## src/rtl/ib_seq_pkg.sv

```systemverilog
// rtl/ib_seq_pkg.sv - shared constants and types for the internal-bus sequencer
// Contents: opcode constants, IB driver codes, FSM state codes, decoded control word.
package ib_seq_pkg;

   localparam logic [3:0] OP_NOP  = 4'h0;
   localparam logic [3:0] OP_LDA  = 4'h1;
   localparam logic [3:0] OP_LDB  = 4'h2;
   localparam logic [3:0] OP_ADD  = 4'h3;
   localparam logic [3:0] OP_SUB  = 4'h4;
   localparam logic [3:0] OP_OUTA = 4'h5;
   localparam logic [3:0] OP_OUTI = 4'h6;
   localparam logic [3:0] OP_JMP  = 4'h7;
   localparam logic [3:0] OP_JZ   = 4'h8;
   localparam logic [3:0] OP_HLT  = 4'hF;

   localparam logic [1:0] BUS_NONE = 2'd0;
   localparam logic [1:0] BUS_IMM  = 2'd1;
   localparam logic [1:0] BUS_ALU  = 2'd2;
   localparam logic [1:0] BUS_A    = 2'd3;

   typedef logic [2:0] state_t;
   localparam state_t ST_IDLE   = 3'd0;
   localparam state_t ST_FETCH  = 3'd1;
   localparam state_t ST_DECODE = 3'd2;
   localparam state_t ST_EXEC   = 3'd3;
   localparam state_t ST_HALT   = 3'd4;

   typedef struct packed {
      logic [1:0] bussel;
      logic       aluop;
      logic       lda;
      logic       ldb;
      logic       ldout;
      logic       jmp;
      logic       jz;
      logic       hlt;
      logic       illegal;
   } ctrl_t;

   localparam ctrl_t CTRL_NOP = '0;

endpackage

```

## src/rtl/ib_seq_decode.sv

```systemverilog
// rtl/ib_seq_decode.sv - combinational opcode to control-word decoder
// Ports: opcode (in, 4) instruction opcode; ctrl (out, ctrl_t) decoded control word.
// Macro IB_SEQ_ILLEGAL_TRAP_EN: undefined opcodes also request HALT instead of acting as NOP.
module ib_seq_decode
   import ib_seq_pkg::*;
(
   input  logic [3:0] opcode,
   output ctrl_t      ctrl
);

   always_comb begin
      ctrl = CTRL_NOP;
      case (opcode)
         OP_NOP: ctrl = CTRL_NOP;
         OP_LDA: begin
            ctrl.bussel = BUS_IMM;
            ctrl.lda    = 1'b1;
         end
         OP_LDB: begin
            ctrl.bussel = BUS_IMM;
            ctrl.ldb    = 1'b1;
         end
         OP_ADD: begin
            ctrl.bussel = BUS_ALU;
            ctrl.lda    = 1'b1;
         end
         OP_SUB: begin
            ctrl.bussel = BUS_ALU;
            ctrl.aluop  = 1'b1;
            ctrl.lda    = 1'b1;
         end
         OP_OUTA: begin
            ctrl.bussel = BUS_A;
            ctrl.ldout  = 1'b1;
         end
         OP_OUTI: begin
            ctrl.bussel = BUS_IMM;
            ctrl.ldout  = 1'b1;
         end
         OP_JMP: ctrl.jmp = 1'b1;
         OP_JZ:  ctrl.jz  = 1'b1;
         OP_HLT: ctrl.hlt = 1'b1;
         default: begin
            // Undefined opcodes never drive the bus or strobe anything.
            ctrl.illegal = 1'b1;
`ifdef IB_SEQ_ILLEGAL_TRAP_EN
            ctrl.hlt     = 1'b1;
`else
            ctrl.hlt     = 1'b0;
`endif
         end
      endcase
   end

endmodule

```

## src/rtl/ib_bus_sequencer.sv

```systemverilog
// rtl/ib_bus_sequencer.sv - 3-cycle micro-sequencer selecting the IB[3:0] driver
// Ports: MainClock/MainReset (sync, active-low); Run, Step, Instr[7:0], AluZero in;
//        PC[PC_W-1:0], BusSel[1:0], ImmOut[3:0], AluOp, LoadA, LoadB, LoadOut,
//        Busy, Halted, IllegalOp out.
// Macro IB_SEQ_ILLEGAL_TRAP_EN (see ib_seq_decode): undefined opcodes halt.
module ib_bus_sequencer
   import ib_seq_pkg::*;
#(
   parameter int              PC_W     = 4,
   parameter logic [PC_W-1:0] RESET_PC = '0
)(
   input  logic            MainClock,
   input  logic            MainReset,
   input  logic            Run,
   input  logic            Step,
   input  logic [7:0]      Instr,
   input  logic            AluZero,
   output logic [PC_W-1:0] PC,
   output logic [1:0]      BusSel,
   output logic [3:0]      ImmOut,
   output logic            AluOp,
   output logic            LoadA,
   output logic            LoadB,
   output logic            LoadOut,
   output logic            Busy,
   output logic            Halted,
   output logic            IllegalOp
);

   state_t          state_q, state_d;
   logic [PC_W-1:0] pc_q, pc_d;
   logic [7:0]      ir_q, ir_d;
   ctrl_t           ctrl_q, ctrl_d;
   logic            illegal_q, illegal_d;
   // Set once Run has been seen low in HALT; the next Run=1 then restarts.
   logic            armed_q, armed_d;

   ctrl_t           dec_ctrl;
   logic [PC_W-1:0] imm_pc;
   logic            in_exec;

   ib_seq_decode u_decode (
      .opcode (ir_q[7:4]),
      .ctrl   (dec_ctrl)
   );

   // Immediate zero-extended or truncated to the PC width.
   always_comb begin
      imm_pc = '0;
      for (int i = 0; i < PC_W && i < 4; i++) imm_pc[i] = ir_q[i];
   end

   always_comb begin
      state_d   = state_q;
      pc_d      = pc_q;
      ir_d      = ir_q;
      ctrl_d    = ctrl_q;
      illegal_d = illegal_q;
      armed_d   = armed_q;
      case (state_q)
         ST_IDLE: begin
            if (Run || Step) state_d = ST_FETCH;
         end
         ST_FETCH: begin
            ir_d    = Instr;
            state_d = ST_DECODE;
         end
         ST_DECODE: begin
            ctrl_d  = dec_ctrl;
            state_d = ST_EXEC;
         end
         ST_EXEC: begin
            if (ctrl_q.illegal) illegal_d = 1'b1;
            if (ctrl_q.hlt) begin
               // PC stays on the halting instruction.
               state_d = ST_HALT;
               armed_d = 1'b0;
            end else begin
               if (ctrl_q.jmp || (ctrl_q.jz && AluZero)) pc_d = imm_pc;
               else                                      pc_d = pc_q + PC_W'(1);
               state_d = Run ? ST_FETCH : ST_IDLE;
            end
         end
         ST_HALT: begin
            if (!Run) begin
               armed_d = 1'b1;
            end else if (armed_q) begin
               state_d = ST_IDLE;
               pc_d    = RESET_PC;
               armed_d = 1'b0;
            end
         end
         default: state_d = ST_IDLE;
      endcase
   end

   always_ff @(posedge MainClock) begin
      if (!MainReset) begin
         state_q   <= ST_IDLE;
         pc_q      <= RESET_PC;
         ir_q      <= '0;
         ctrl_q    <= CTRL_NOP;
         illegal_q <= 1'b0;
         armed_q   <= 1'b0;
      end else begin
         state_q   <= state_d;
         pc_q      <= pc_d;
         ir_q      <= ir_d;
         ctrl_q    <= ctrl_d;
         illegal_q <= illegal_d;
         armed_q   <= armed_d;
      end
   end

   // All outputs come straight from flops; the registered control word is
   // only exposed during EXEC so strobes last exactly one cycle.
   assign in_exec   = (state_q == ST_EXEC);
   assign PC        = pc_q;
   assign ImmOut    = ir_q[3:0];
   assign BusSel    = in_exec ? ctrl_q.bussel : BUS_NONE;
   assign AluOp     = in_exec & ctrl_q.aluop;
   assign LoadA     = in_exec & ctrl_q.lda;
   assign LoadB     = in_exec & ctrl_q.ldb;
   assign LoadOut   = in_exec & ctrl_q.ldout;
   assign Busy      = (state_q == ST_FETCH) || (state_q == ST_DECODE) || in_exec;
   assign Halted    = (state_q == ST_HALT);
   assign IllegalOp = illegal_q;

endmodule

```

## config.mk

```make
export PLATFORM = sky130hd
export DESIGN_NAME = ib_bus_sequencer
export DESIGN_NICKNAME = d
export VERILOG_FILES = /design/src/rtl/ib_seq_pkg.sv /design/src/rtl/ib_seq_decode.sv /design/src/rtl/ib_bus_sequencer.sv
export SDC_FILE = /design/constraint.sdc
export NUM_CORES = 1
export LEC_CHECK = 0
export CORE_MARGIN = 8
export CORE_UTILIZATION = 49
export DETAILED_ROUTE_END_ITERATION = 8
export HOLD_SLACK_MARGIN = 0.03
export PLACE_DENSITY = 0.84
export SLEW_MARGIN = 0
export SYNTH_ARGS = -nofsm -noshare
export SYNTH_HDL_FRONTEND = slang
export SYNTH_SLANG_ARGS = --single-unit
```

## constraint.sdc

```tcl
create_clock -name MainClock -period 1.9 [get_ports MainClock]
set_clock_uncertainty 0.15 [all_clocks]
set_input_delay 0.38 -clock MainClock [delete_from_list [all_inputs] [get_ports MainClock]]
set_output_delay 0.38 -clock MainClock [all_outputs]
set_load 0.1 [all_outputs]
```

==> qor.yml <==
ys_types: 41
worst-endpoint-required_ns: 1.37
worstHoldPathCells: 1
yosys_register_bits: 27
outcome: "finished with violations"
number_of_drc_violations_after_detailed_routing: 0
post_route_cells_drive_above_1_share_pct: 28.4
placedCellCount: 205
clk-insertion-delay-late_ns: 0.33
grt_antenna_before_repair: 0
fp-row-count: 19
via_to_cell_ratio: 5.58
synth.avg_cell_area_sq_um: 8.69
synth.cell_area_sq_um: 1330
pwrdens_nw_per_um2: 660
synth_warn: 0
initial_utilization_pct: 50.0
report.power.total_mw: 1.24
finalWeightedCongestion: 0.766
tritoncts: "built"
timing.reg2reg.worst_path_depth: 5
num-nets-final: 198
dieHeight_um: 68.1
r2r_start: "state_q[0]"
grt_start_max_net_pins: 23
ctsHoldBuffers: 0
worst_slew_pin_slew_ns: 0.506
worst-r2r-setup-slack_ns: 0.07
synth_enable_flop_cells: 0
global_route.overflow_total: 0
synth.net_count: 167
fp.coreArea_sq_um: 2660
first_global_vias: 1226
worstPathArrival_ns: 1.42
route.vias.total: 1194
worstHoldStart: "state_q[0]"
drt-wirelength-per-cell_um: 15.6
achievable-frequency_mhz: 514
place_hpwl_um: 2470
cts.clk_slew.worst_paths_ns: 0.14
critical_path_class: "reg -> out"
synth_top_family_by_area: "simple AND/OR/NAND/NOR gates"
cts.path.max_buffers: 2
drv_slew: 0
die_area_sq_um: 4640
portbufs: 29
syn_inst: 153
muxShareOfSynthArea_pct: 6.77
initialDrtViolationCount: 41
clock_sink_count: 27
timing.max_slew.rel_slack_pct: 66.3
stdcell_area_sq_um: 1890
final.fill_count: 206
grt_first_pass_wirelength_um: 5620
critical_path.reg2reg.endpoint: "ctrl_q[7]"
ctsHtreeMaxLevel: 1
total_leakage_power_nw: 0.746
drt_first_pass_iters: 4
async_flop_share_pct: 0
fin_cells: 214
routed_wirelength_um: 3350
synthXorXnorAreaFrac_pct: 1.32
finalHoldWorstSlack_ns: 0.321
grt_usage_pct: 15.8
pin_count: 30
synth_simple_gate_area_share_pct: 26.1
clock_tree.root_cell: "clkbuf_4"
number_of_buffers_inserted_during_clock_tree_synthesis: 3
setup_slack_ns: -0.0452
mostFrequentLayoutCells: "24 x dfxtp_1, 24 x nor2_1, 17 x buf_12"
critical_path.max_fanout: 5
timing.critical_path.to_type: "output pin"
placement.cell_area_sq_um: 1790
ir_worst_vdd_mv: 0.627
hp-class: "reg -> reg"
violations: "negative setup slack"
route.antenna.remaining_nets: 0
synth-seq-area-share_pct: 40.6
rsz0062_at_grt: "yes"
synth_flop_cell: "dfxtp_1"
synthAdderAreaFrac_pct: 0.941
area_growth_syn_to_layout_pct: 41.8
die_w_um: 68.1
antennaDiodeCount: 0
hold_worst_path_end: "state_q[0]"
cap_viol_max_count: 0
kind_of_start_point_of_the_critical_path: "flip-flop"
final_critical_delay_including_setup_and_external_delays_ns: 1.95
layout_worst_path_cycle_share_pct: 102
synth-compound-area-share_pct: 14.7
setup_viol: 7
hold_viol_final: 0
## layout make-up
class                   instances  area (sq um)  share of cell area [%]
repair buffers                 42           558                    29.6
inverters                       5          22.5                    1.19
multi-input cells             105           687                    36.4
flip-flops and latches         27           552                    29.3
well taps                      31          38.8                    2.06
clock inverters                 1          5.00                   0.265
clock buffers                   3          22.5                    1.19
## per-layer routing
layer	up-vias	GRT usage [%]	wire length (um)
li1	590	-	-
met1	562	17.3	1340
met2	36	27.8	1730
met3	6	4.75	197
met4	0	6.39	73
met5	-	0	0
## timing repair
| action | 4_1_cts | 5_1_grt |
|---|---|---|
| gates resized for setup | 12 | 2 |
| endpoints found under the setup margin | 7 | 8 |
| pin swaps | 3 | 3 |
| setup buffers | 4 | 1 |
## critical path: stages (launching register included)
cell and delay, ns:
dfxtp_4 0.39, or3b_4 0.41, clkinvlp_4 0.11, buf_12 0.17
## sequential cells by signal, summed over array words and instances, names as in the netlist
signal,cells
armed_q,1
ir_q,8
IllegalOp,1
PC,4
state_q,3
ctrl_q,10
## stage by stage
| stage | utilization, % | setup WS, ns | setup TNS, ns |
|---|---|---|---|
| 6_report | 70.8 | -0.0452 | -0.0817 |
| 5_1_grt | 70.8 | -0.0819 | -0.555 |
| 4_1_cts | 70.3 | -0.0553 | -0.0964 |
| 3_5_place_dp | 67.4 | -0.0124 | -0.0124 |
| 3_3_place_gp | 67.4 | 0.00889 | 0 |
| 2_1_floorplan | - | 0.0549 | 0 |
## Yosys cell counts (2+ instances only)
library cell / n / area [sq um]
dfxtp_1: 27 / 541
nor2_1: 25 / 93.8
a21oi_1: 12 / 60.1
nand2_1: 10 / 37.5
mux2i_1: 9 / 90.1
and2_1: 6 / 37.5
clkbuf_1: 5 / 18.8
inv_1: 5 / 18.8
nor3_1: 5 / 25.0
a22oi_1: 4 / 30.0
buf_4: 4 / 30.0
buf_6: 4 / 45.0
buf_2: 3 / 15.0
a31oi_1: 2 / 12.5
nand3_1: 2 / 10.0
nand4_1: 2 / 12.5
nor3b_1: 2 / 15.0
or3b_1: 2 / 17.5
xnor2_1: 2 / 17.5
## cells by family (layout without fill, tap and decap cells)
group           count (synthesis)  count (layout)
compound gates                 29              29
xor+xnor                        2               2
fa+ha+maj                       1               1
buf+inv                        21              51
flops                          27              27
mux                             9               9
simple gates                   64              64
## power by group
part,switching [mW],internal (mW)
clock,0.177,0.0793
combinational,0.208,0.151
sequential,0.0379,0.592
## how the worst max path moves through the flow
stage | startpoint | end | depth (start not counted) | slack, ns
final | state_q[2] | Halted | 3 | -0.05
after global routing | state_q[2] | Halted | 3 | -0.08
after CTS | state_q[2] | Halted | 3 | -0.06
after detailed placement | MainReset | PC[3] | 6 | -0.01
after global placement | MainReset | PC[2] | 5 | 0.009
after floorplan | state_q[2] | AluOp | 4 | 0.05
No activity file was read; power rests on OpenSTA's default activity.
